`src/rtl/matrix_pkg.sv`:
```
// Shared constants and FSM state type for the matrix framebuffer Wishbone arbiter.
package matrix_pkg;

    localparam int unsigned MATRIX_WB_AW = 3;
    localparam int unsigned MATRIX_WB_DW = 32;

    typedef enum logic [1:0] {
        IDLE  = 2'd0,
        OWN0  = 2'd1,
        OWN1  = 2'd2,
        FLUSH = 2'd3
    } arb_state_t;

endpackage

```
`src/rtl/matrix_wb_arbiter_if.sv`:
```
// Pipelined Wishbone bundle; "master" drives requests, "slave" drives ack/stall/rdata.
interface matrix_wb_arbiter_if
    import matrix_pkg::*;
#(
    parameter int unsigned AW = MATRIX_WB_AW,
    parameter int unsigned DW = MATRIX_WB_DW
);
    localparam int unsigned SW = DW / 8;

    logic          cyc;
    logic          stb;
    logic          we;
    logic [AW-1:0] addr;
    logic [SW-1:0] sel;
    logic [DW-1:0] wdata;
    logic          ack;
    logic          stall;
    logic [DW-1:0] rdata;

    modport master (
        output cyc, stb, we, addr, sel, wdata,
        input  ack, stall, rdata
    );

    modport slave (
        input  cyc, stb, we, addr, sel, wdata,
        output ack, stall, rdata
    );

endinterface

```
`src/rtl/matrix_wb_arbiter_txn_counter.sv`:
```
// Outstanding-transaction up/down counter with full flag and hung-slave timer.
// Timer present only when MATRIX_ARB_TIMEOUT_EN is defined.
module arb_txn_counter #(
    parameter int unsigned OUT_W          = 3,
    parameter int unsigned TIMEOUT_CYCLES = 1024
) (
    input  logic             clk,
    input  logic             reset,
    input  logic             inc,
    input  logic             dec,
    input  logic             clr,
    input  logic             run,
    output logic [OUT_W-1:0] count,
    output logic             full,
    output logic             timeout_hit
);

    logic [OUT_W-1:0] count_q, count_d;
    logic             dec_ok;

    // An ack with nothing outstanding must not wrap the counter.
    assign dec_ok = dec & (count_q != '0);

    always_comb begin
        count_d = count_q;
        if (clr) begin
            count_d = '0;
        end else if (inc && !dec_ok) begin
            count_d = count_q + 1'b1;
        end else if (!inc && dec_ok) begin
            count_d = count_q - 1'b1;
        end
    end

    always_ff @(posedge clk) begin
        if (reset) begin
            count_q <= '0;
        end else begin
            count_q <= count_d;
        end
    end

    assign count = count_q;
    assign full  = (count_q == '1);

`ifdef MATRIX_ARB_TIMEOUT_EN
    localparam int unsigned TW = (TIMEOUT_CYCLES > 1) ? $clog2(TIMEOUT_CYCLES) : 1;

    logic [TW-1:0] timer_q, timer_d;
    logic          waiting;

    assign waiting     = run & (count_q != '0) & ~dec & ~clr;
    assign timer_d     = waiting ? timer_q + 1'b1 : '0;
    assign timeout_hit = waiting & (timer_q == TW'(TIMEOUT_CYCLES - 1));

    always_ff @(posedge clk) begin
        if (reset) begin
            timer_q <= '0;
        end else begin
            timer_q <= timer_d;
        end
    end
`else
    localparam int unsigned unused_timeout_cycles = TIMEOUT_CYCLES;
    logic unused_run;

    assign unused_run  = run;
    assign timeout_hit = 1'b0;
`endif

endmodule

```
`src/rtl/matrix_wb_arbiter.sv`:
```
// Two-master / one-slave round-robin pipelined Wishbone arbiter for the matrix framebuffer.
// Define MATRIX_ARB_TIMEOUT_EN to enable hung-slave timeout recovery (FLUSH state).
module matrix_wb_arbiter
    import matrix_pkg::*;
#(
    parameter int unsigned AW             = MATRIX_WB_AW,
    parameter int unsigned DW             = MATRIX_WB_DW,
    parameter int unsigned OUT_W          = 3,
    parameter int unsigned TIMEOUT_CYCLES = 1024
) (
    input  logic                clk,
    input  logic                reset,
    matrix_wb_arbiter_if.slave  m0_wb,
    matrix_wb_arbiter_if.slave  m1_wb,
    matrix_wb_arbiter_if.master s_wb,
    output logic                o_timeout
);

    localparam int unsigned SW = DW / 8;

    arb_state_t state_q, state_d;
    logic       last_q, last_d;

    logic             own;
    logic             own_sel;
    logic             other_cyc;
    logic             req_cyc, req_stb, req_we;
    logic [AW-1:0]    req_addr;
    logic [SW-1:0]    req_sel;
    logic [DW-1:0]    req_wdata;
    logic             owner_stall, owner_ack;
    logic [DW-1:0]    rdata;
    logic             inc, dec, clr;
    logic [OUT_W-1:0] outstanding;
    logic             full;
    logic             timeout_hit;

    assign own = (state_q == OWN0) || (state_q == OWN1);
    // In FLUSH the owner is remembered in last_q, which was loaded on entry.
    assign own_sel = (state_q == OWN1) || ((state_q == FLUSH) && last_q);

    assign req_cyc   = own_sel ? m1_wb.cyc   : m0_wb.cyc;
    assign req_stb   = own_sel ? m1_wb.stb   : m0_wb.stb;
    assign req_we    = own_sel ? m1_wb.we    : m0_wb.we;
    assign req_addr  = own_sel ? m1_wb.addr  : m0_wb.addr;
    assign req_sel   = own_sel ? m1_wb.sel   : m0_wb.sel;
    assign req_wdata = own_sel ? m1_wb.wdata : m0_wb.wdata;
    assign other_cyc = own_sel ? m0_wb.cyc   : m1_wb.cyc;

    always_comb begin
        s_wb.cyc    = 1'b0;
        s_wb.stb    = 1'b0;
        s_wb.we     = 1'b0;
        s_wb.addr   = '0;
        s_wb.sel    = '0;
        s_wb.wdata  = '0;
        owner_stall = 1'b1;
        owner_ack   = 1'b0;
        rdata       = s_wb.rdata;
        inc         = 1'b0;
        dec         = 1'b0;
        clr         = 1'b0;
        if (own) begin
            s_wb.cyc    = req_cyc;
            // A full pipeline holds the strobe back rather than overrunning the counter.
            s_wb.stb    = req_cyc & req_stb & ~full;
            s_wb.we     = req_we;
            s_wb.addr   = req_addr;
            s_wb.sel    = req_sel;
            s_wb.wdata  = req_wdata;
            owner_stall = s_wb.stall | full;
            owner_ack   = s_wb.ack;
            inc         = req_cyc & req_stb & ~owner_stall;
            dec         = s_wb.ack;
            clr         = ~req_cyc;
        end
`ifdef MATRIX_ARB_TIMEOUT_EN
        if (state_q == FLUSH) begin
            owner_ack = 1'b1;
            rdata     = '0;
            dec       = 1'b1;
        end
`endif
    end

    assign m0_wb.stall = own_sel | owner_stall;
    assign m1_wb.stall = ~own_sel | owner_stall;
    assign m0_wb.ack   = ~own_sel & owner_ack;
    assign m1_wb.ack   = own_sel & owner_ack;
    assign m0_wb.rdata = rdata;
    assign m1_wb.rdata = rdata;

`ifdef MATRIX_ARB_TIMEOUT_EN
    logic timeout_q, timeout_d;
`endif

    always_comb begin
        state_d = state_q;
        last_d  = last_q;
`ifdef MATRIX_ARB_TIMEOUT_EN
        timeout_d = timeout_q;
`endif
        case (state_q)
            IDLE: begin
                if (m0_wb.cyc && (!m1_wb.cyc || last_q)) begin
                    state_d = OWN0;
                end else if (m1_wb.cyc) begin
                    state_d = OWN1;
                end
            end
            OWN0, OWN1: begin
                if (!req_cyc) begin
                    last_d  = own_sel;
                    state_d = other_cyc ? (own_sel ? OWN0 : OWN1) : IDLE;
                end
`ifdef MATRIX_ARB_TIMEOUT_EN
                else if (timeout_hit) begin
                    last_d    = own_sel;
                    state_d   = FLUSH;
                    timeout_d = 1'b1;
                end
`endif
            end
`ifdef MATRIX_ARB_TIMEOUT_EN
            FLUSH: begin
                if (outstanding <= OUT_W'(1)) begin
                    state_d = IDLE;
                end
            end
`endif
            default: state_d = IDLE;
        endcase
    end

    always_ff @(posedge clk) begin
        if (reset) begin
            state_q <= IDLE;
            last_q  <= 1'b1;
        end else begin
            state_q <= state_d;
            last_q  <= last_d;
        end
    end

`ifdef MATRIX_ARB_TIMEOUT_EN
    always_ff @(posedge clk) begin
        if (reset) begin
            timeout_q <= 1'b0;
        end else begin
            timeout_q <= timeout_d;
        end
    end

    assign o_timeout = timeout_q;
`else
    logic unused_timeout_hit;

    assign unused_timeout_hit = timeout_hit;
    assign o_timeout          = 1'b0;
`endif

    arb_txn_counter #(
        .OUT_W          (OUT_W),
        .TIMEOUT_CYCLES (TIMEOUT_CYCLES)
    ) u_txn_counter (
        .clk         (clk),
        .reset       (reset),
        .inc         (inc),
        .dec         (dec),
        .clr         (clr),
        .run         (own),
        .count       (outstanding),
        .full        (full),
        .timeout_hit (timeout_hit)
    );

endmodule

```
`src/flat_wrapper.sv`:
```
// flat-port wrapper written by rule: the top's interface ports become plain ports
module matrix_wb_arbiter_flat import matrix_pkg::*;
#(
    parameter int unsigned AW             = MATRIX_WB_AW,
    parameter int unsigned DW             = MATRIX_WB_DW,
    parameter int unsigned OUT_W          = 3,
    parameter int unsigned TIMEOUT_CYCLES = 1024
)
  (clk, reset, o_timeout, m0_wb_cyc, m0_wb_stb, m0_wb_we, m0_wb_addr, m0_wb_sel, m0_wb_wdata, m0_wb_ack, m0_wb_stall, m0_wb_rdata, m1_wb_cyc, m1_wb_stb, m1_wb_we, m1_wb_addr, m1_wb_sel, m1_wb_wdata, m1_wb_ack, m1_wb_stall, m1_wb_rdata, s_wb_cyc, s_wb_stb, s_wb_we, s_wb_addr, s_wb_sel, s_wb_wdata, s_wb_ack, s_wb_stall, s_wb_rdata);
  matrix_wb_arbiter_if #(.AW(AW), .DW(DW)) m0_wb_i ();
  matrix_wb_arbiter_if #(.AW(AW), .DW(DW)) m1_wb_i ();
  matrix_wb_arbiter_if #(.AW(AW), .DW(DW)) s_wb_i ();
  input  logic clk;
  input  logic reset;
  output logic o_timeout;
  input wire logic [$bits(m0_wb_i.cyc)-1:0] m0_wb_cyc;
  input wire logic [$bits(m0_wb_i.stb)-1:0] m0_wb_stb;
  input wire logic [$bits(m0_wb_i.we)-1:0] m0_wb_we;
  input wire logic [$bits(m0_wb_i.addr)-1:0] m0_wb_addr;
  input wire logic [$bits(m0_wb_i.sel)-1:0] m0_wb_sel;
  input wire logic [$bits(m0_wb_i.wdata)-1:0] m0_wb_wdata;
  output wire logic [$bits(m0_wb_i.ack)-1:0] m0_wb_ack;
  output wire logic [$bits(m0_wb_i.stall)-1:0] m0_wb_stall;
  output wire logic [$bits(m0_wb_i.rdata)-1:0] m0_wb_rdata;
  input wire logic [$bits(m1_wb_i.cyc)-1:0] m1_wb_cyc;
  input wire logic [$bits(m1_wb_i.stb)-1:0] m1_wb_stb;
  input wire logic [$bits(m1_wb_i.we)-1:0] m1_wb_we;
  input wire logic [$bits(m1_wb_i.addr)-1:0] m1_wb_addr;
  input wire logic [$bits(m1_wb_i.sel)-1:0] m1_wb_sel;
  input wire logic [$bits(m1_wb_i.wdata)-1:0] m1_wb_wdata;
  output wire logic [$bits(m1_wb_i.ack)-1:0] m1_wb_ack;
  output wire logic [$bits(m1_wb_i.stall)-1:0] m1_wb_stall;
  output wire logic [$bits(m1_wb_i.rdata)-1:0] m1_wb_rdata;
  output wire logic [$bits(s_wb_i.cyc)-1:0] s_wb_cyc;
  output wire logic [$bits(s_wb_i.stb)-1:0] s_wb_stb;
  output wire logic [$bits(s_wb_i.we)-1:0] s_wb_we;
  output wire logic [$bits(s_wb_i.addr)-1:0] s_wb_addr;
  output wire logic [$bits(s_wb_i.sel)-1:0] s_wb_sel;
  output wire logic [$bits(s_wb_i.wdata)-1:0] s_wb_wdata;
  input wire logic [$bits(s_wb_i.ack)-1:0] s_wb_ack;
  input wire logic [$bits(s_wb_i.stall)-1:0] s_wb_stall;
  input wire logic [$bits(s_wb_i.rdata)-1:0] s_wb_rdata;
  assign m0_wb_i.cyc = m0_wb_cyc;
  assign m0_wb_i.stb = m0_wb_stb;
  assign m0_wb_i.we = m0_wb_we;
  assign m0_wb_i.addr = m0_wb_addr;
  assign m0_wb_i.sel = m0_wb_sel;
  assign m0_wb_i.wdata = m0_wb_wdata;
  assign m0_wb_ack = m0_wb_i.ack;
  assign m0_wb_stall = m0_wb_i.stall;
  assign m0_wb_rdata = m0_wb_i.rdata;
  assign m1_wb_i.cyc = m1_wb_cyc;
  assign m1_wb_i.stb = m1_wb_stb;
  assign m1_wb_i.we = m1_wb_we;
  assign m1_wb_i.addr = m1_wb_addr;
  assign m1_wb_i.sel = m1_wb_sel;
  assign m1_wb_i.wdata = m1_wb_wdata;
  assign m1_wb_ack = m1_wb_i.ack;
  assign m1_wb_stall = m1_wb_i.stall;
  assign m1_wb_rdata = m1_wb_i.rdata;
  assign s_wb_cyc = s_wb_i.cyc;
  assign s_wb_stb = s_wb_i.stb;
  assign s_wb_we = s_wb_i.we;
  assign s_wb_addr = s_wb_i.addr;
  assign s_wb_sel = s_wb_i.sel;
  assign s_wb_wdata = s_wb_i.wdata;
  assign s_wb_i.ack = s_wb_ack;
  assign s_wb_i.stall = s_wb_stall;
  assign s_wb_i.rdata = s_wb_rdata;
  matrix_wb_arbiter #(.AW(AW), .DW(DW), .OUT_W(OUT_W), .TIMEOUT_CYCLES(TIMEOUT_CYCLES)) u_core (.clk(clk), .reset(reset), .m0_wb(m0_wb_i), .m1_wb(m1_wb_i), .s_wb(s_wb_i), .o_timeout(o_timeout));
endmodule
```
`config.mk`:
```
export PLATFORM = sky130hd
export DESIGN_NAME = matrix_wb_arbiter_flat
export DESIGN_NICKNAME = d
export VERILOG_FILES = /design/src/rtl/matrix_pkg.sv /design/src/rtl/matrix_wb_arbiter_if.sv /design/src/rtl/matrix_wb_arbiter_txn_counter.sv /design/src/rtl/matrix_wb_arbiter.sv /design/src/flat_wrapper.sv
export SDC_FILE = /design/constraint.sdc
export NUM_CORES = 1
export LEC_CHECK = 0
export ABC_AREA = 1
export CORE_ASPECT_RATIO = 2
export CORE_MARGIN = 4
export CORE_UTILIZATION = 22
export DETAILED_ROUTE_END_ITERATION = 8
export PLACE_DENSITY = 0.78
export SETUP_SLACK_MARGIN = 0.5
export SLEW_MARGIN = 20
export SYNTH_ARGS = -nofsm -noshare
export SYNTH_HDL_FRONTEND = slang
export SYNTH_HIERARCHICAL = 1
export SYNTH_SLANG_ARGS = --single-unit
export TNS_END_PERCENT = 50
```
`constraint.sdc`:
```
create_clock -name clk -period 2.25 [get_ports clk]
set_clock_uncertainty 0.05 [all_clocks]
set_input_delay 0.45 -clock clk [delete_from_list [all_inputs] [get_ports clk]]
set_output_delay 0.45 -clock clk [all_outputs]
set_load 0.02 [all_outputs]
```
Word level (Yosys, flattened, before mapping) --
Cells that the tools add are included.
Word-level totals: bits in registers 6, output and inout port bits 111, logic and storage cells 66
Cells by class: $add $sub $neg 2, eq/ne operators 6, mux-type cells 25, bitwise gates (word level) 13, reductions and logical operators 17
Operator list (count):
- 2-to-1 mux 32 bit | 2
- 2-to-1 mux 3 bit | 4
- 2-to-1 mux 1 bit | 11
- 2-to-1 mux 2 bit | 5
- 2-to-1 mux 4 bit | 2
- bitwise AND 1 bit | 6
- equality test 2 bit, second input constant | 2
- logical AND 1 bit | 4
- NOT 1 bit | 4
- one-hot mux 2 bit (2 select lines) | 1
- AND reduction 2 bit | 2
- OR reduction 2 bit | 2
- adder 3 x 1 -> 3 bit, second input constant | 1
- equality test 3 bit, second input constant | 1
- zero test 1 bit | 3
- logical OR 1 bit | 3
- inequality test 3 x 2 -> 1 bit, second input constant | 1
- bitwise OR 1 bit | 3
- nonzero test 3 bit | 1
- subtractor 3 x 1 -> 3 bit, second input constant | 1
- equality test 2 x 1 -> 1 bit, second input constant | 1
- zero test 2 bit | 1
- inequality test 2 bit, second input constant | 1
- nonzero test 2 bit | 1

Longest topological paths before layout --
Gate-level depths: netlist (run 1).
word-level depth 11, gate-level depth with buffers 17

By module --
Netlist (run 1), hierarchy kept.
By module, submodules not included:
- matrix_wb_arbiter | instances 1, cells each 257, area each 1427.6 µm², sequential area each 60.1 µm²
- arb_txn_counter | instances 1, cells each 28, area each 196.4 µm², sequential area each 60.1 µm²

Worst setup path after synthesis (run 1) --
No wires, ideal clock.
path type reg-to-reg, start point register u_core.state_q[0], end point register u_core.u_txn_counter.count_q[2], in the netlist u_core/u_txn_counter/count[2], arrival 2.102 ns, required time 2.090 ns, slack -0.012 ns, stages on the path, launching flop included 17, period minus slack after synthesis 2.262 ns, path through dfxtp_1 > inv_1 > ha_1 > inv_1 > nor2_1 > o21a_1 > o21ai_1 > nor3_1 > ha_1 > inv_2 > fa_1 > inv_1 > nand2_1 > nand3_1 > nand2_1 > inv_1 > nor2_1
Between the ends: elaborated cells on any way between the ends 22, classes of those cells eq/ne (3); mux (6); bitwise (4); reduce/logical (9)
RTL lines:
- start: declaration | RTL line matrix_wb_arbiter.sv:21 | arb_state_t state_q, state_d;
- start signal: assignment | RTL line matrix_wb_arbiter.sv:140 | state_q <= state_d;
- equality test 2 x 1 -> 1 bit or equality test 2 bit (tied branches) | RTL line matrix_wb_arbiter.sv:38 | assign own = (state_q == OWN0) || (state_q == OWN1);
- logical OR 1 bit (*) | RTL line matrix_wb_arbiter.sv:38
- via u_core.own | RTL line matrix_wb_arbiter.sv:24 | logic own;
- 2-to-1 mux 1 bit (*) | RTL line matrix_wb_arbiter.sv:63 | if (own) begin
- via u_core.inc | RTL line matrix_wb_arbiter.sv:33 | logic inc, dec, clr;
- zero test 1 bit | RTL line matrix_wb_arbiter_txn_counter.sv:30 | end else if (!inc && dec_ok) begin
- logical AND 1 bit | RTL line matrix_wb_arbiter_txn_counter.sv:30
- nonzero test 2 bit (no line)
- end signal: assignment | RTL line matrix_wb_arbiter_txn_counter.sv:39 | count_q <= count_d;
- end: declaration | RTL line matrix_wb_arbiter_txn_counter.sv:18 | logic [OUT_W-1:0] count_q, count_d;
The timed path passes the listed nets; every way through them passes the cells marked *. A chain may end at the register's enable or synchronous reset.

Worst setup path in the final report (run 1) --
start point register u_core.state_q[1], end point register u_core.u_txn_counter.count_q[2], in the netlist u_core/u_txn_counter/count[2]
Between the ends: word-level cells in the longest chain between the ends 10, elaborated cells on any way between the ends 22, classes of those cells eq/ne (3); mux (6); bitwise (4); reduce/logical (9)
Ends and longest elaborated chain:
- equality test 2 bit | RTL line matrix_wb_arbiter.sv:40 | assign own_sel = (state_q == OWN1) || ((state_q == FLUSH) && last_q);
- logical AND 1 bit | RTL line matrix_wb_arbiter.sv:40
- logical OR 1 bit | RTL line matrix_wb_arbiter.sv:40
- 2-to-1 mux 1 bit (on tied branches) | RTL line matrix_wb_arbiter.sv:42, matrix_wb_arbiter.sv:43
- bitwise AND 1 bit (2 in a row) | RTL line matrix_wb_arbiter.sv:73 | inc = req_cyc & req_stb & ~owner_stall;
- 2-to-1 mux 1 bit (*) | RTL line matrix_wb_arbiter.sv:63
- via u_core.inc | RTL line matrix_wb_arbiter.sv:33
- zero test 1 bit | RTL line matrix_wb_arbiter_txn_counter.sv:30
- logical AND 1 bit | RTL line matrix_wb_arbiter_txn_counter.sv:30
- nonzero test 2 bit (no line)
Marked as above.

==> results of run 1 <==
## worst paths after layout
path,endpoint,cells past startpoint,startpoint
max,u_core/u_txn_counter/count[2],16,u_core/state_q[1]
min,u_core/last_q,2,u_core/last_q
max reg2reg,u_core/u_txn_counter/count[2],16,u_core/state_q[1]
min reg2reg,u_core/last_q,2,u_core/last_q
## power groups by stage
stage / combinational, mW / sequential (mW) / clock, mW
floorplan: 1.80 / 0.186 / 0
global placement: 3.00 / 0.185 / 0
detailed placement: 3.04 / 0.189 / 0
CTS: 3.52 / 0.193 / 0.297
global route: 4.00 / 0.205 / 0.302
finish: 3.75 / 0.200 / 0.294
## layout make-up
| class | count | share of cell area (%) |
|---|---|---|
| inverter | 19 | 2.958 |
| clock buffer | 3 | 2.305 |
| multi-input combinational | 180 | 31.39 |
| sequential | 6 | 3.919 |
| timing repair buffer | 171 | 55.97 |
| tap | 90 | 3.458 |
## metal layers
layer / up-vias / global-route usage (%)
met3: 59 / 3.209
met5: - / 0
met1: 914 / 11.92
li1: 1018 / -
met2: 87 / 28.39
met4: 0 / 13.25
## layout by cell type (no fill, tap or decap), types with 5 or more instances in the layout
master,count
inv_1,9
buf_12,6
clkbuf_16,7
nand3_1,43
nand2_2,36
nand2_1,64
buf_4,27
buf_6,47
a21oi_1,5
clkdlybuf4s50_1,87
nor2_1,5
inv_2,6
## worst max-delay path, stage by stage (launching register included)
cell and delay, ns:
dfxtp_4 0.37, ha_2 0.17, nand2_2 0.07, nand2_4 0.13, buf_4 0.12, buf_4 0.13, o21ai_2 0.07, nor3_2 0.17
ha_2 0.21, inv_2 0.05, fa_2 0.36, inv_2 0.07, nand2_2 0.06, nand3_2 0.05, nand2_1 0.04, inv_1 0.04
nor2_1 0.04
## registers in the layout, summed over array words and instances (netlist names)
signal / flops
u_core/last_q: 1
u_core/state_q: 2
u_core/u_txn_counter/count: 3
## what timing repair did
action | 4_1_cts | 5_1_grt
pin swaps | 16 | 5
setup buffers | 6 | 4
gates cloned | 0 | 5
endpoints found under the setup margin | 49 | 50
gates resized for setup | 304 | 18
==> results_dict.tcl, run 1 <==
set metrics [dict create \
    outcome "finished with violations" \
    violations "negative setup slack" \
    netlist_area_sq_um 1613 \
    slew_violations 0 \
    dp_hpwl_um 5571 \
    wl_per_cell_um 16.01 \
    multi_input_area_sq_um 1022 \
    p_seq_share_pct 4.7 \
    p_sw_share_pct 47.34 \
    maxCapViolCount 0 \
    place.port_buffers 133 \
    pre_cts_slack_ns -0.2982 \
    start_util_pct 22.88 \
    grt_max_degree 25 \
    setup_tns_ns -0.06065 \
    crit_path_start_kind "flip-flop" \
    final_cells 469 \
    reg2reg_slack_ns -0.06 \
    vias_per_cell 4.431 \
    die-height_um 129.1 \
    final_cell_area_sq_um 3257 \
    whs_ns 0.4990 \
    drc 0 \
    grt_pass1_vias 2110 \
    dp.cells 451 \
    syn2layout_area_growth_pct 101.9 \
    hp-class "reg -> reg" \
    layout.area.seq_sq_um 127.6 \
    rows 43 \
    cts_tree "done" \
    hold_viol 0 \
    power_frac_clock_pct 6.9 \
    die_area_sq_um 8847 \
    placed_area_sq_um 2761 \
    grt_pass1_wl_um 9887 \
    cp-end-kind "flip-flop" \
    worstSetupPathType "reg -> reg" \
    rsz0062_at_grt "true" \
    die_w_um 68.54 \
    arrival_ns 2.38 \
    vias 2078 \
    numCtsBuffers 3 \
    utilization_pct 46.21 \
    cts-root-buf "clkbuf_16" \
    drtAntennaViolNets 0 \
    drive_gt1_share_pct 40.37 \
    synthCells 283 \
    power_frac_comb_pct 88.4 \
    clock_path_buffers 2 \
    postCtsHoldBufs 0 \
    power_mw 4.241 \
    gp_congestion 0.7823 \
    vdd_drop_max_uv 1025 \
    final.setup.worst_slack_ns -0.05799 \
    antenna_found_initial 0 \
    cts.clk_slew.worst_paths_ns 0.04 \
    max_freq_ghz 0.4333 \
    dr.max_layer_used "met4" \
    power.leakage_nw 1.523 \
    crit_fanout 4 \
    period_needed_ns 2.308 \
    htreeDepth 1 \
    fillers 677 \
    p_switching_mw 2.008 \
    p_int_mw 2.233 \
    wl_met2_um 4024 \
    drt-initial-drc-count 88 \
    layout.nets 507 \
    grt.total_usage_pct 15.08 \
    required_ns 2.33 \
    synth_nets 409 \
    fin_crit_sh_pct 102.6 \
    setup_viol 2 \
    overflow 0 \
    syn_area_per_cell_sq_um 5.699 \
    first_pass_iters 6 \
    drt-met1-wl_um 2193 \
    cts.sinks 6 \
    design.core.area_sq_um 7048 \
    synth_warnings 6 \
    wl_met3_um 696 \
    power_density_nw_per_um2 1302 \
    diodes 0 \
    wl_um 7510 \
    worstSkewPairLatency_ns 0.23 \
    ioPinCount 231 \
]
(Power assumes the default switching activity.)
==> inputs of run 2 (changes only) <==
- CAP_MARGIN: not set -> 20
- HOLD_SLACK_MARGIN: not set -> 0.02
==> results of run 2 <==
Final layout, timing and power as in run 1 (identical DEF).
==> inputs of run 3 (changes only) <==
- CORE_MARGIN: 4 -> 5
==> run 3 against run 2 <==
Net effect: the run still ends with negative setup slack left; clock power barely moved; global-route usage fell by 0.62 points; final cell count rose by 3.8%; sequential share of layout area fell by 0.34 points; wire length rose by 14%; combinational power rose by 19%; critical path depth did not move; hold slack improved by 0.010 ns; critical endpoint unchanged; largest cell class unchanged.
==> results_dict.tcl, run 3 (synthesized netlist as in run 1, its figures left out) <==
set metrics [dict create \
    vias_per_cell 4.563 \
    rsz0062_at_grt "true" \
    required_ns 2.32 \
    worstReg2RegStart "u_core/state_q[1]" \
    drc 0 \
    power.leakage_nw 1.648 \
    worst-path-buf-inv 5 \
    place.port_buffers 133 \
    p_seq_share_pct 3.9 \
    start_util_pct 22.36 \
    maxCapViolCount 0 \
    grt_pass1_wl_um 10550 \
    pre_cts_slack_ns -0.2892 \
    syn2layout_area_growth_pct 116.6 \
    max_freq_ghz 0.4424 \
    drive_gt1_share_pct 45.06 \
    grt.total_usage_pct 14.46 \
    setup_viol 1 \
    layout.nets 523 \
    htreeDepth 1 \
    diodes 0 \
    die_w_um 70.54 \
    violations "negative setup slack" \
    vias 2222 \
    dp_hpwl_um 5832 \
    grt_pass1_vias 2131 \
    reg2reg_slack_ns -0.01 \
    fillers 704 \
    outcome "finished with violations" \
    drtAntennaViolNets 0 \
    slew_violations 0 \
    power_mw 4.950 \
    drt-initial-drc-count 53 \
    numCtsBuffers 3 \
    antenna_found_initial 0 \
    final_common_cell "clkdlybuf4s50_1" \
    vdd_drop_max_uv 781.1 \
    fin_crit_sh_pct 100.5 \
    final.setup.worst_slack_ns -0.01062 \
    cp_cell_sequence "inv_4, ha_4, inv_2, nor2_2, o21a_1, o21ai_2, nor3_2, ha_2, inv_2, fa_2, inv_2, nand2_2, nand3_1, nand2_1, inv_1, nor2_1" \
    crit_fanout 5 \
    die-height_um 131.1 \
    p_int_mw 2.709 \
    cts-root-buf "clkbuf_16" \
    largest_reg_flops 3 \
    cts.sinks 6 \
    crit_path_start_kind "flip-flop" \
    cts.clk_slew.worst_paths_ns 0.04 \
    worstSetupPathType "reg -> reg" \
    path_common_cell "inv_2" \
    power_density_nw_per_um2 1417 \
    design.core.area_sq_um 7212 \
    arrival_ns 2.33 \
    overflow 0 \
    wl_um 8579 \
    p_sw_share_pct 45.27 \
    wl_per_cell_um 17.62 \
    die_area_sq_um 9247 \
    cp_slowest_stage_delay_ns 0.36 \
    worstSkewPairLatency_ns 0.23 \
    gp_congestion 0.7736 \
    rows 44 \
    cts_tree "done" \
    cp-end-kind "flip-flop" \
    reg2reg_depth 16 \
    clock_path_buffers 2 \
    first_pass_iters 4 \
    hp-class "reg -> reg" \
    grt_max_degree 40 \
    crit_family "adder cells" \
    startpoint "u_core/state_q[1]" \
    ioPinCount 231 \
    power_frac_comb_pct 90.1 \
    period_needed_ns 2.261 \
    slowest_stage "dfxtp_4" \
    crit_end "u_core/u_txn_counter/count[2]" \
    worst-path-stages 16 \
    hold_viol 0 \
    power_frac_clock_pct 6.0 \
    r2r_end "u_core/u_txn_counter/count[2]" \
    final_cell_mix "clkdlybuf4s50_1, nand2_1, buf_4" \
    p_switching_mw 2.241 \
]
==> run 3: worst min-delay path by stage <==
| stage | depth (start not counted) | to | start |
|---|---|---|---|
| final | 2 | u_core/last_q | u_core/last_q |
| after global routing | 2 | u_core/last_q | u_core/last_q |
| after CTS | 2 | u_core/u_txn_counter/count[0] | u_core/u_txn_counter/count[0] |
| after detailed placement | 2 | u_core/last_q | u_core/last_q |
| after global placement | 2 | u_core/last_q | u_core/last_q |
| after floorplan | 2 | u_core/state_q[0] | u_core/state_q[0] |
==> run 3: layout make-up <==
class                           instances  area (sq um)  share of cell area [%]
Timing Repair Buffer                  187          2027                   58.02
Tap cell                               92         115.1                   3.295
Multi-Input combinational cell        180          1070                   30.62
Clock buffer                            3         75.07                   2.149
Inverter                               19         81.33                   2.328
Sequential cell                         6         125.1                   3.582
==> run 3: layer usage <==
layer / GRT usage (%) / vias up / wire [um]
met1: 11.79 / 981 / 2384
li1: - / 1055 / -
met2: 24.97 / 103 / 4294
met5: 0 / - / 0
met3: 5.878 / 83 / 953
met4: 15.17 / 0 / 947
==> run 3: power groups by stage <==
stage / Sequential, mW / Combinational (mW) / Clock, mW
final: 0.195 / 4.46 / 0.297
after CTS: 0.189 / 3.26 / 0.302
after global routing: 0.203 / 4.74 / 0.306
after floorplan: 0.186 / 1.80 / 0
after global placement: 0.183 / 3.12 / 0
after detailed placement: 0.187 / 3.17 / 0
==> run 3: repair_timing <==
action                     in CTS  in global routing
setup endpoints to repair      49                 49
resized for setup             231                 57
pin swaps                       8                 13
hold buffers                    0                  0
hold endpoints to repair        0                  0
cloned                          0                  9
buffers inserted                2                 17
==> run 3: worst reg2reg max path, stage by stage, from the launching register on <==
cell and delay [ns]:
dfxtp_4 0.36, inv_4 0.04, ha_4 0.29, inv_2 0.04
nor2_2 0.08, o21a_1 0.14, o21ai_2 0.07, nor3_2 0.14
ha_2 0.22, inv_2 0.05, fa_2 0.35, inv_2 0.07
nand2_2 0.06, nand3_1 0.07, nand2_1 0.05, inv_1 0.04
nor2_1 0.04
==> run 3: per-stage QoR <==
| stage | cells | utilization, % | hold WS (ns) | setup TNS, ns | area [sq um] |
|---|---|---|---|---|---|
| after floorplan | 283 | - | 0.4141 | 0 | 1678 |
| after global placement | 456 | 38.64 | 0.4508 | -5.559 | 2786 |
| after detailed placement | 456 | 38.64 | 0.4768 | -7.124 | 2786 |
| after CTS | 461 | 40.22 | 0.5161 | -0.005884 | 2900 |
| after global routing | 487 | 48.44 | 0.5497 | -0.5877 | 3493 |
| final | 487 | 48.44 | 0.5091 | -0.01062 | 3493 |
